`src/rtl/dac_i2c_pkg.sv`:
```
// Shared constants for the I2C DAC target: register/command codes and FSM state encodings.
// The optional read-back path is enabled by defining READ_BACK_EN.
package dac_i2c_pkg;

  localparam logic [6:0] DEV_ADDR_DEF = 7'h60;

  localparam logic [4:0] DAC0_REG  = 5'd0;
  localparam logic [4:0] DAC1_REG  = 5'd1;
  localparam logic [1:0] CMD_WRITE = 2'b00;
  localparam logic [1:0] CMD_READ  = 2'b11;

  typedef logic [3:0] state_t;

  // Each receive state is immediately followed by its ACK state, so "+1" reaches the ACK.
  localparam state_t ST_IDLE      = 4'd0;
  localparam state_t ST_ADDR      = 4'd1;
  localparam state_t ST_ADDR_ACK  = 4'd2;
  localparam state_t ST_CMD       = 4'd3;
  localparam state_t ST_CMD_ACK   = 4'd4;
  localparam state_t ST_DHI       = 4'd5;
  localparam state_t ST_DHI_ACK   = 4'd6;
  localparam state_t ST_DLO       = 4'd7;
  localparam state_t ST_DLO_ACK   = 4'd8;
  localparam state_t ST_WAIT_STOP = 4'd9;
  localparam state_t ST_TX_HI     = 4'd10;
  localparam state_t ST_TX_HI_ACK = 4'd11;
  localparam state_t ST_TX_LO     = 4'd12;
  localparam state_t ST_TX_LO_ACK = 4'd13;

  function automatic logic is_dac_reg(input logic [4:0] reg_code);
    return (reg_code == DAC0_REG) || (reg_code == DAC1_REG);
  endfunction

endpackage

```
`src/rtl/i2c_line_filter.sv`:
```
// Two-flop synchroniser plus N-sample glitch filter for one open-drain I2C line,
// with registered level and single-clock rise/fall indications.
module i2c_line_filter #(
  parameter int FILTER_LEN = 3
) (
  input  logic clk,
  input  logic rst_n,
  input  logic line_i,
  output logic level_o,
  output logic rise_o,
  output logic fall_o
);

  localparam logic [3:0] LEN = 4'(FILTER_LEN);

  logic       sync1_q, sync2_q;
  logic       filt_q, filt_d;
  logic       prev_q;
  logic [3:0] cnt_q, cnt_d;

  // A new level is accepted only after LEN consecutive samples disagree with the current one.
  always_comb begin
    filt_d = filt_q;
    cnt_d  = '0;
    if (sync2_q != filt_q) begin
      if (cnt_q + 4'd1 >= LEN) begin
        filt_d = sync2_q;
      end else begin
        cnt_d = cnt_q + 4'd1;
      end
    end
  end

  always_ff @(posedge clk) begin
    if (!rst_n) begin
      sync1_q <= 1'b1;
      sync2_q <= 1'b1;
      filt_q  <= 1'b1;
      prev_q  <= 1'b1;
      cnt_q   <= '0;
    end else begin
      sync1_q <= line_i;
      sync2_q <= sync1_q;
      filt_q  <= filt_d;
      prev_q  <= filt_q;
      cnt_q   <= cnt_d;
    end
  end

  assign level_o = filt_q;
  assign rise_o  = filt_q & ~prev_q;
  assign fall_o  = ~filt_q & prev_q;

endmodule

```
`src/rtl/i2c_dac_target.sv`:
```
// I2C target decoding MCP47FEB-style DAC write frames into two 16-bit channel registers.
// Define READ_BACK_EN to also answer read-command / repeated-START read transfers.
module i2c_dac_target
  import dac_i2c_pkg::*;
#(
  parameter logic [6:0] DEV_ADDR   = DEV_ADDR_DEF,
  parameter int         FILTER_LEN = 3
) (
  input  logic        clk,
  input  logic        rst,
  input  logic        scl_i,
  input  logic        sda_i,
  output logic        sda_o,
  output logic [15:0] ch0_value,
  output logic [15:0] ch1_value,
  output logic        ch0_update,
  output logic        ch1_update,
  output logic        busy,
  output logic        frame_error
);

`ifdef READ_BACK_EN
  localparam bit READ_BACK = 1'b1;
`else
  localparam bit READ_BACK = 1'b0;
`endif

  logic scl_lvl, scl_rise, scl_fall;
  logic sda_lvl, sda_rise, sda_fall;

  i2c_line_filter #(.FILTER_LEN(FILTER_LEN)) u_scl_filter (
    .clk(clk), .rst_n(rst), .line_i(scl_i),
    .level_o(scl_lvl), .rise_o(scl_rise), .fall_o(scl_fall)
  );

  i2c_line_filter #(.FILTER_LEN(FILTER_LEN)) u_sda_filter (
    .clk(clk), .rst_n(rst), .line_i(sda_i),
    .level_o(sda_lvl), .rise_o(sda_rise), .fall_o(sda_fall)
  );

  state_t      state_q, state_d;
  logic [3:0]  bit_cnt_q, bit_cnt_d;
  logic [6:0]  shift_q, shift_d;
  logic [7:0]  shadow_q, shadow_d;
  logic        sel_q, sel_d;
  logic        cmd_rd_q, cmd_rd_d;
  logic        tx_mode_q, tx_mode_d;
  logic        rd_armed_q, rd_armed_d;
  logic [15:0] tx_val_q, tx_val_d;
  logic [6:0]  tx_rest_q, tx_rest_d;
  logic        mack_q, mack_d;
  logic        sda_o_q, sda_o_d;
  logic [15:0] ch0_q, ch0_d, ch1_q, ch1_d;
  logic        upd0_q, upd0_d, upd1_q, upd1_d;
  logic        busy_q, busy_d;
  logic        ferr_q, ferr_d;

  logic       start_det, stop_det, pair_open;
  logic [7:0] rx_byte;

  assign start_det = sda_fall & scl_lvl;
  assign stop_det  = sda_rise & scl_lvl;
  assign rx_byte   = {shift_q, sda_lvl};
  assign pair_open = (state_q == ST_CMD_ACK) || (state_q == ST_DHI) ||
                     (state_q == ST_DHI_ACK) || (state_q == ST_DLO);

  always_comb begin
    // NOTE: every next-state variable gets a default first, so no path can infer a latch.
    state_d    = state_q;
    bit_cnt_d  = bit_cnt_q;
    shift_d    = shift_q;
    shadow_d   = shadow_q;
    sel_d      = sel_q;
    cmd_rd_d   = cmd_rd_q;
    tx_mode_d  = tx_mode_q;
    rd_armed_d = rd_armed_q;
    tx_val_d   = tx_val_q;
    tx_rest_d  = tx_rest_q;
    mack_d     = mack_q;
    sda_o_d    = sda_o_q;
    ch0_d      = ch0_q;
    ch1_d      = ch1_q;
    upd0_d     = 1'b0;
    upd1_d     = 1'b0;
    busy_d     = busy_q;
    ferr_d     = 1'b0;

    if (start_det || stop_det) begin
      // The first bit of a byte is already sampled when the START/STOP edge arrives.
      sda_o_d   = 1'b1;
      bit_cnt_d = '0;
      busy_d    = start_det;
      state_d   = start_det ? ST_ADDR : ST_IDLE;
      ferr_d    = pair_open || ((state_q == ST_CMD) && (bit_cnt_q > 4'd1));
      if (stop_det) rd_armed_d = 1'b0;
    end else begin
      case (state_q)
        ST_ADDR, ST_CMD, ST_DHI, ST_DLO: begin
          if (scl_rise && (bit_cnt_q < 4'd8)) begin
            shift_d   = rx_byte[6:0];
            bit_cnt_d = bit_cnt_q + 4'd1;
            if (bit_cnt_q == 4'd7) begin
              case (state_q)
                ST_ADDR: begin
                  if (rx_byte[7:1] != DEV_ADDR) begin
                    state_d   = ST_WAIT_STOP;
                    bit_cnt_d = '0;
                  end else if (!rx_byte[0]) begin
                    tx_mode_d = 1'b0;
                  end else if (READ_BACK && rd_armed_q) begin
                    tx_mode_d = 1'b1;
                  end else begin
                    state_d   = ST_WAIT_STOP;
                    bit_cnt_d = '0;
                    ferr_d    = 1'b1;
                  end
                end
                ST_CMD: begin
                  if (is_dac_reg(rx_byte[7:3]) && (rx_byte[2:1] == CMD_WRITE)) begin
                    sel_d    = rx_byte[3];
                    cmd_rd_d = 1'b0;
                  end else if (READ_BACK && is_dac_reg(rx_byte[7:3]) &&
                               (rx_byte[2:1] == CMD_READ)) begin
                    sel_d      = rx_byte[3];
                    cmd_rd_d   = 1'b1;
                    rd_armed_d = 1'b1;
                    tx_val_d   = rx_byte[3] ? ch1_q : ch0_q;
                  end else begin
                    state_d   = ST_WAIT_STOP;
                    bit_cnt_d = '0;
                    ferr_d    = 1'b1;
                  end
                end
                ST_DHI: shadow_d = rx_byte;
                default: begin
                  if (sel_q) begin
                    ch1_d  = {shadow_q, rx_byte};
                    upd1_d = 1'b1;
                  end else begin
                    ch0_d  = {shadow_q, rx_byte};
                    upd0_d = 1'b1;
                  end
                end
              endcase
            end
          end else if (scl_fall && (bit_cnt_q == 4'd8)) begin
            sda_o_d   = 1'b0;
            bit_cnt_d = '0;
            state_d   = state_q + 4'd1;
          end
        end
        ST_ADDR_ACK: begin
          if (scl_fall) begin
            sda_o_d = 1'b1;
            state_d = ST_CMD;
            if (tx_mode_q) begin
              state_d   = ST_TX_HI;
              sda_o_d   = tx_val_q[15];
              tx_rest_d = tx_val_q[14:8];
            end
          end
        end
        ST_CMD_ACK: if (scl_fall) begin
          sda_o_d = 1'b1;
          state_d = cmd_rd_q ? ST_WAIT_STOP : ST_DHI;
        end
        ST_DHI_ACK: if (scl_fall) begin
          sda_o_d = 1'b1;
          state_d = ST_DLO;
        end
        ST_DLO_ACK: if (scl_fall) begin
          sda_o_d = 1'b1;
          state_d = ST_CMD;
        end
        ST_TX_HI, ST_TX_LO: begin
          if (scl_rise && (bit_cnt_q < 4'd8)) begin
            bit_cnt_d = bit_cnt_q + 4'd1;
          end else if (scl_fall) begin
            if (bit_cnt_q == 4'd8) begin
              sda_o_d   = 1'b1;
              bit_cnt_d = '0;
              state_d   = state_q + 4'd1;
            end else begin
              sda_o_d   = tx_rest_q[6];
              tx_rest_d = {tx_rest_q[5:0], 1'b0};
            end
          end
        end
        ST_TX_HI_ACK, ST_TX_LO_ACK: begin
          if (scl_rise) begin
            mack_d = ~sda_lvl;
          end else if (scl_fall) begin
            if (!mack_q) begin
              state_d = ST_WAIT_STOP;
            end else if (state_q == ST_TX_HI_ACK) begin
              state_d   = ST_TX_LO;
              sda_o_d   = tx_val_q[7];
              tx_rest_d = tx_val_q[6:0];
            end else begin
              state_d   = ST_TX_HI;
              sda_o_d   = tx_val_q[15];
              tx_rest_d = tx_val_q[14:8];
            end
          end
        end
        default: ;
      endcase
    end
  end

  always_ff @(posedge clk) begin
    if (!rst) begin
      state_q    <= ST_IDLE;
      bit_cnt_q  <= '0;
      shift_q    <= '0;
      shadow_q   <= '0;
      sel_q      <= 1'b0;
      cmd_rd_q   <= 1'b0;
      tx_mode_q  <= 1'b0;
      rd_armed_q <= 1'b0;
      tx_val_q   <= '0;
      tx_rest_q  <= '0;
      mack_q     <= 1'b0;
      sda_o_q    <= 1'b1;
      ch0_q      <= '0;
      ch1_q      <= '0;
      upd0_q     <= 1'b0;
      upd1_q     <= 1'b0;
      busy_q     <= 1'b0;
      ferr_q     <= 1'b0;
    end else begin
      // NOTE: state registers use non-blocking assignment so all flops update from pre-edge values.
      state_q    <= state_d;
      bit_cnt_q  <= bit_cnt_d;
      shift_q    <= shift_d;
      shadow_q   <= shadow_d;
      sel_q      <= sel_d;
      cmd_rd_q   <= cmd_rd_d;
      tx_mode_q  <= tx_mode_d;
      rd_armed_q <= rd_armed_d;
      tx_val_q   <= tx_val_d;
      tx_rest_q  <= tx_rest_d;
      mack_q     <= mack_d;
      sda_o_q    <= sda_o_d;
      ch0_q      <= ch0_d;
      ch1_q      <= ch1_d;
      upd0_q     <= upd0_d;
      upd1_q     <= upd1_d;
      busy_q     <= busy_d;
      ferr_q     <= ferr_d;
    end
  end

  assign sda_o       = sda_o_q;
  assign ch0_value   = ch0_q;
  assign ch1_value   = ch1_q;
  assign ch0_update  = upd0_q;
  assign ch1_update  = upd1_q;
  assign busy        = busy_q;
  assign frame_error = ferr_q;

endmodule

```
`config.mk`:
```
export PLATFORM = sky130hd
export DESIGN_NAME = i2c_dac_target
export DESIGN_NICKNAME = d
export VERILOG_FILES = /design/src/rtl/dac_i2c_pkg.sv /design/src/rtl/i2c_line_filter.sv /design/src/rtl/i2c_dac_target.sv
export SDC_FILE = /design/constraint.sdc
export NUM_CORES = 1
export LEC_CHECK = 0
export BUFFER_PORTS_ARGS = -buffer_cell sky130_fd_sc_hd__buf_2
export CORE_AREA = 8 8 80 110
export CTS_CLUSTER_DIAMETER = 80
export CTS_CLUSTER_SIZE = 30
export DETAILED_ROUTE_END_ITERATION = 8
export DIE_AREA = 0 0 88 118
export GPL_ROUTABILITY_DRIVEN = 0
export PLACE_DENSITY = 0.72
export SETUP_SLACK_MARGIN = 0.2
export SYNTH_ARGS = -nofsm -noshare
export SYNTH_HDL_FRONTEND = slang
export SYNTH_SLANG_ARGS = --single-unit
```
`constraint.sdc`:
```
create_clock -name clk -period 5.5 [get_ports clk]
set_input_delay 0.825 -clock clk [delete_from_list [all_inputs] [get_ports clk]]
set_output_delay 0.825 -clock clk [all_outputs]
set_load 0.01 [all_outputs]
```
==> results of run 1 <==
==> power groups by stage <==
stage	Clock (mW)	Sequential (mW)	Combinational, mW
6_report	0.415	0.592	0.166
5_1_grt	0.451	0.594	0.183
4_1_cts	0.429	0.592	0.165
3_5_place_dp	0	0.605	0.164
3_3_place_gp	0	0.604	0.161
2_1_floorplan	0	0.597	0.137
==> cells in the final DEF (no fill, tap or decap), types with 4 or more instances in the layout <==
cell | netlist | layout
a21boi_0 | 5 | 5
a21oi_1 | 4 | 4
and2_1 | 6 | 6
and3b_1 | 4 | 4
buf_2 | 3 | 40
clkbuf_8 | 0 | 9
conb_1 | 1 | 4
dfxtp_1 | 78 | 78
ha_1 | 11 | 11
inv_1 | 13 | 13
mux2i_1 | 55 | 55
nand2_1 | 14 | 14
nand2b_1 | 7 | 7
nand3_1 | 5 | 5
nor2_1 | 14 | 14
nor2b_1 | 50 | 50
nor3_1 | 14 | 14
nor4_1 | 6 | 6
o21ai_0 | 17 | 17
o21bai_1 | 4 | 4
xor2_1 | 4 | 4
==> path summary, 6_finish.rpt <==
check                                  start                               to  slack (ns)  cells past startpoint
max                  state_q[0]$_SDFFE_PN0P_        ch0_value[2]$_SDFFE_PN0P_        2.16                      6
min reg2reg  u_scl_filter.sync1_q$_SDFF_PN1_  u_scl_filter.sync2_q$_SDFF_PN1_        0.42                      1
min          u_scl_filter.sync1_q$_SDFF_PN1_  u_scl_filter.sync2_q$_SDFF_PN1_        0.42                      1
max reg2reg          state_q[0]$_SDFFE_PN0P_        ch0_value[2]$_SDFFE_PN0P_        2.16                      6
==> metrics by stage <==
| step | utilization | worst slack [ns] | hold WS (ns) | area [um2] |
|---|---|---|---|---|
| 6_report | 0.576 | 2.16 | 0.420 | 4130 |
| 4_1_cts | 0.576 | 2.18 | 0.424 | 4130 |
| 5_1_grt | 0.576 | 1.93 | 0.456 | 4130 |
| 2_1_floorplan | - | 3.30 | 0.386 | 3740 |
| 3_3_place_gp | 0.549 | 2.33 | 0.398 | 3940 |
| 3_5_place_dp | 0.549 | 2.23 | 0.402 | 3940 |
==> cells by family (layout without fill, tap and decap cells) <==
| group | count (synthesis) | after routing | share of synthesized area |
|---|---|---|---|
| AND/OR/NAND/NOR | 136 | 136 | 0.212 |
| AO/OA/AOI/OAI | 57 | 57 | 0.117 |
| flip-flops | 78 | 78 | 0.419 |
| multiplexers | 56 | 56 | 0.151 |
| XOR/XNOR | 7 | 7 | 0.0164 |
| buffers and inverters | 37 | 70 | 0.0476 |
| adder cells (fa/ha/maj) | 11 | 11 | 0.0369 |
| other | 1 | 4 | 0.00101 |
==> routing by layer <==
| metal | vias up | global-route usage | wire (um) |
|---|---|---|---|
| met4 | 0 | 0.0908 | 268 |
| li1 | 1394 | - | - |
| met5 | - | 0 | 0 |
| met1 | 1284 | 0.171 | 3290 |
| met2 | 68 | 0.248 | 3780 |
| met3 | 21 | 0.0475 | 314 |
==> sequential cells by signal (all words and copies together), names as in the netlist, 4 cells and up <==
| register | flops |
|---|---|
| state_q | 4 |
| ch0_value | 16 |
| shadow_q | 8 |
| u_sda_filter.cnt_q | 4 |
| bit_cnt_q | 4 |
| shift_q | 7 |
| u_scl_filter.cnt_q | 4 |
| ch1_value | 16 |
==> cell type report <==
class / count / area [um2]
well taps: 97 / 121
clock inverters: 6 / 62.6
repair buffers: 41 / 208
clock buffers: 10 / 128
multi-input cells: 271 / 2000
fillers: 646 / 3040
inverters: 13 / 48.8
flip-flops and latches: 78 / 1560
==> worst max-delay path, delay by kind of cell, from the launching register on <==
family / cells / cell delay, ns
mux: 1 / 0.28
simple gates: 1 / 0.06
fa+ha+maj: 1 / 0.46
flops: 1 / 0.48
compound gates: 3 / 1.95
==> impl_metrics.csv, run 1 <==
group,metric,value,unit
global_routing,overflow,0,
routing,first_pass_iters,4,
floorplan,core-area,7180,um2
synthesis,synth_ff_type,"dfxtp_1",
power_and_ir_drop,swShare,0.277,
timing,fmax,0.299,GHz
cts,h-tree-depth,3,
worst_setup_path,cp.required,5.75,ns
layout,drive_above_1_share,0.150,
flow_run,maxCapViolations,0,
synthesis,yosysMostFrequentCell,"dfxtp_1",
place,hpwl,5390,um
worst_setup_path,cp_cell_sequence,"ha_1 > o21bai_1 > a211oi_4 > o2111a_1 > mux2i_1 > nor2b_1",
min_path,min_path_type,"register to register",
power_and_ir_drop,leakagePower,1.71,nW
timing,hold_viol,0,
worst_setup_path,cp-start-kind,"register",
cts,clk_pin_slew_worst_paths,0.08,ns
floorplan,core.rowCount,37,
floorplan,die_w,88,um
floorplan,initial_utilization,0.520,
power_and_ir_drop,pwr_density_cell,284,nW/um2
routing,vias,2767,
routing,drc_errors,0,
timing,setup_viol,0,
routing,dr.first_iter.drc_count,126,
status,outcome,"completed",
synthesis,ys_ff_latch,78,
place,numPortBuffers,40,
layout,area_growth_syn_to_layout,10.8,%
power_and_ir_drop,power_frac_comb,0.142,
timing,fin_skew,0.00528,ns
power_and_ir_drop,power,1.17,mW
timing,totalNegativeSetupSlack,0,ns
synthesis,yosys_warnings,0,
global_routing,antenna_found_initial,0,
synthesis,seq_area_frac_synth,0.419,
power_and_ir_drop,power.clock.fraction,0.354,
synthesis,synth_area,3730,um2
worst_setup_path,crit_type,"register to register",
power_and_ir_drop,p_seq_frac,0.505,
timing,worst_pin_slew,0.991,ns
layout,final_cells,516,
synthesis,synth_area_leaders,"dfxtp_1 (42%), mux2i_1 (15%), nor2b_1 (8.4%)",
place,placed_cells,500,
synthesis,ys_types,58,
cts,root_buffer,"clkbuf_8",
floorplan,ios,41,
synthesis,synth_edf_count,0,
layout,layout.nets,429,
global_routing,grt_pass1_vias,2576,
timing,slew_violations,0,
worst_setup_path,cp.arrival,3.59,ns
worst_setup_path,crit_path_end_kind,"register",
timing,grt_setup_unrepaired,"no",
synthesis,syn_inst,383,
floorplan,die_y,118,um
global_routing,grt_usage,0.154,
timing,relSlewSlack,0.339,
global_routing,grt_max_degree,70,
routing,wl,7660,um
worst_setup_path,worstPathMaxFanout,16,
routing,routed_via_density,5.36,
timing,fin_crit_sh,0.608,
power_and_ir_drop,p_sw,0.325,mW
cts,clock_sink_count,78,
synthesis,yosys.area.top_type_share,0.419,
cts,cts_resized,0,
cts,numCtsBuffers,9,
cts,post_cts_buffers,0,
cts,tritoncts,"built",
worst_setup_path,cpPeakStageDelay,0.94,ns
cts,cts_max_path_buffers,2,
floorplan,die_area,10400,um2
synthesis,yosys-top-cells-count,"dfxtp_1 (78), mux2i_1 (55), nor2b_1 (50)",
synthesis,async_flop_share,0,
cts,ctsHoldBuffers,0,
layout,diodes,0,
cts,clock_latency,0.35,ns
power_and_ir_drop,ir_drop,0.000212,V
power_and_ir_drop,p_int,0.848,mW
timing,min_period,3.34,ns
routing,postRouteAntennaNets,0,
synthesis,syn_area_per_cell,9.74,um2
global_routing,grt_first_pass_wirelength,12600,um
synthesis,yosysTopAreaCell,"dfxtp_1",
routing,routedWlPerCell,14.8,um
worst_setup_path,crit_path_top_delay_cell,"o2111a_1",
(Power assumes the default switching activity.)
==> run 2: changes to the inputs <==
--- a/config.mk
+++ b/config.mk
@@ -6,13 +6,13 @@
 export NUM_CORES = 1
 export LEC_CHECK = 0
 export BUFFER_PORTS_ARGS = -buffer_cell sky130_fd_sc_hd__buf_2
-export CORE_AREA = 8 8 80 110
+export CORE_AREA = 8 8 80 111
 export CTS_CLUSTER_DIAMETER = 80
 export CTS_CLUSTER_SIZE = 30
 export DETAILED_ROUTE_END_ITERATION = 8
-export DIE_AREA = 0 0 88 118
+export DIE_AREA = 0 0 88 119
 export GPL_ROUTABILITY_DRIVEN = 0
-export PLACE_DENSITY = 0.72
+export PLACE_DENSITY = 0.75
 export SETUP_SLACK_MARGIN = 0.2
 export SYNTH_ARGS = -nofsm -noshare
 export SYNTH_HDL_FRONTEND = slang
==> constraint.sdc (replaced) <==
create_clock -name clk -period 2.7 [get_ports clk]
set_input_delay 0.405 -clock clk [delete_from_list [all_inputs] [get_ports clk]]
set_output_delay 0.405 -clock clk [all_outputs]
set_load 0.01 [all_outputs]
==> impl_metrics.csv, run 2 (synthesis gave the netlist of run 1 again) <==
group,metric,value,unit
layout,nFillCells,621,
worst_setup_path,crit_path_top_delay_cell,"or4b_1",
min_path,hp-start,"scl_i",
routing,wl,8040,um
power_and_ir_drop,swShare,0.265,
global_routing,overflow,0,
power_and_ir_drop,p_int,1.87,mW
worst_setup_path,crit_path_end_kind,"register",
routing,routed_via_density,5.39,
layout,multi_input_area,2020,um2
cts,clk_pin_slew_worst_paths,0.08,ns
cts,ctsHoldBuffers,0,
timing,finalWorstSetupSlack,0.367,ns
cts,clock_latency,0.35,ns
cts,clock_sink_count,78,
worst_setup_path,worstPathMaxFanout,8,
min_path,hold_path_depth,2,
routing,dr.first_iter.drc_count,145,
timing,fmax,0.429,GHz
flow_run,maxCapViolations,0,
floorplan,die_w,88,um
power_and_ir_drop,p_seq_frac,0.471,
timing,relSlewSlack,0.594,
worst_setup_path,cp_top_family,"simple AND/OR/NAND/NOR gates",
min_path,min_path_type,"input pin to register",
layout,layout.nets,441,
timing,hold_viol,0,
floorplan,die_area,10500,um2
routing,vias,2845,
power_and_ir_drop,leakagePower,1.80,nW
status,outcome,"completed",
worst_setup_path,timing.rr.end,"shadow_q[2]$_SDFFE_PN0P_",
routing,drc_errors,0,
layout,diodes,0,
global_routing,grt_first_pass_wirelength,13500,um
place,place_ws,0.321,ns
cts,numCtsBuffers,9,
place,hpwl,5700,um
timing,worst_pin_slew,0.607,ns
worst_setup_path,r2r_slack,0.37,ns
power_and_ir_drop,power_frac_comb,0.148,
cts,h-tree-depth,3,
layout,drive_above_1_share,0.181,
timing,totalNegativeSetupSlack,0,ns
worst_setup_path,path_buf_inv,1,
worst_setup_path,cp_cell_sequence,"ha_1 > and3b_1 > or4b_1 > nor3b_1 > buf_4 > mux2i_1 > nor2b_1",
routing,postRouteAntennaNets,0,
floorplan,core-area,7180,um2
timing,fin_skew,0.00687,ns
floorplan,ios,41,
worst_setup_path,worstReg2RegStart,"bit_cnt_q[0]$_SDFFE_PP0P_",
worst_setup_path,cp.arrival,2.57,ns
place,numPortBuffers,40,
worst_setup_path,cp-start-kind,"register",
timing,grt_setup_unrepaired,"no",
worst_setup_path,cpPeakStageDelay,0.51,ns
worst_setup_path,cp.required,2.94,ns
layout,area_growth_syn_to_layout,15.2,%
cts,root_buffer,"clkbuf_8",
power_and_ir_drop,ir_drop,0.000451,V
routing,routedWlPerCell,15.2,um
power_and_ir_drop,pwr_density_cell,592,nW/um2
floorplan,initial_utilization,0.520,
layout,final_cell_mix,"dfxtp_1 (78), mux2i_1 (55), nor2b_1 (50)",
timing,fin_crit_sh,0.864,
timing,slew_violations,0,
worst_setup_path,crit_type,"register to register",
global_routing,grt_max_degree,53,
layout,mostFrequentLayoutCell,"dfxtp_1",
floorplan,die_y,119,um
global_routing,grt_pass1_vias,2836,
power_and_ir_drop,power.clock.fraction,0.381,
worst_setup_path,r2r.worst_path.cells,7,
power_and_ir_drop,p_sw,0.673,mW
routing,first_pass_iters,4,
cts,tritoncts,"built",
timing,setup_viol,0,
cts,cts_max_path_buffers,2,
floorplan,core.rowCount,37,
timing,min_period,2.33,ns
global_routing,grt_usage,0.162,
layout,regArea,1560,um2
min_path,worstHoldEndpoint,"u_scl_filter.sync1_q$_SDFF_PN1_",
global_routing,antenna_found_initial,0,
==> run 2: worst max path at each step <==
stage,from,endpoint,slack [ns],cells after the start
final,bit_cnt_q[0]$_SDFFE_PP0P_,shadow_q[2]$_SDFFE_PN0P_,0.37,7
after global routing,bit_cnt_q[0]$_SDFFE_PP0P_,shadow_q[4]$_SDFFE_PN0P_,0.21,7
after CTS,state_q[0]$_SDFFE_PN0P_,state_q[0]$_SDFFE_PN0P_,0.29,8
after detailed placement,state_q[0]$_SDFFE_PN0P_,ch1_value[4]$_SDFFE_PN0P_,0.32,7
after global placement,bit_cnt_q[0]$_SDFFE_PP0P_,shadow_q[6]$_SDFFE_PN0P_,0.42,7
after floorplan,state_q[0]$_SDFFE_PN0P_,ch0_value[6]$_SDFFE_PN0P_,0.50,9
==> run 2: per-layer routing <==
layer,up-vias,share of wire,track usage
met3,13,0.038,0.0482
li1,1416,-,-
met4,0,0.021,0.0746
met1,1360,0.43,0.174
met2,56,0.51,0.280
met5,-,0,0
==> run 2: stage by stage <==
step           instance area, um2  hold slack [ns]  power [mW]  instances  utilization
2_1_floorplan                3740            0.386        1.50        386            -
3_3_place_gp                 4040            0.390        1.58        511        0.563
3_5_place_dp                 4040            0.405        1.59        511        0.563
4_1_cts                      4260            0.226        2.55        527        0.594
5_1_grt                      4300            0.234        2.66        528        0.599
6_report                     4300            0.242        2.54        528        0.599
==> run 2: worst register-to-register path: cells and delay by family (launching register included) <==
kind | cells | cell delay [ns]
AND/OR/NAND/NOR | 4 | 1.12
buffers and inverters | 1 | 0.25
adder cells (fa/ha/maj) | 1 | 0.22
flip-flops | 1 | 0.42
multiplexers | 1 | 0.22
==> run 2: cell type report <==
cell class,instances,area share
clock buffers,11,0.0329
clock inverters,5,0.0192
inverters,13,0.0114
multi-input cells,271,0.470
flip-flops and latches,78,0.363
well taps,97,0.0282
repair buffers,53,0.0751
==> run 2: power groups by stage <==
stage               clock network [mW]  logic (mW)  registers [mW]
floorplan                            0       0.279            1.22
global placement                     0       0.353            1.22
detailed placement                   0       0.360            1.22
CTS                              0.988       0.362            1.20
global route                      1.04       0.419            1.20
finish                           0.969       0.377            1.20
==> run 2: repair_timing <==
item | in CTS | in global routing
endpoints found under the setup margin | 0 | 20
buffers inserted | 0 | 1
gates resized for setup | 0 | 3
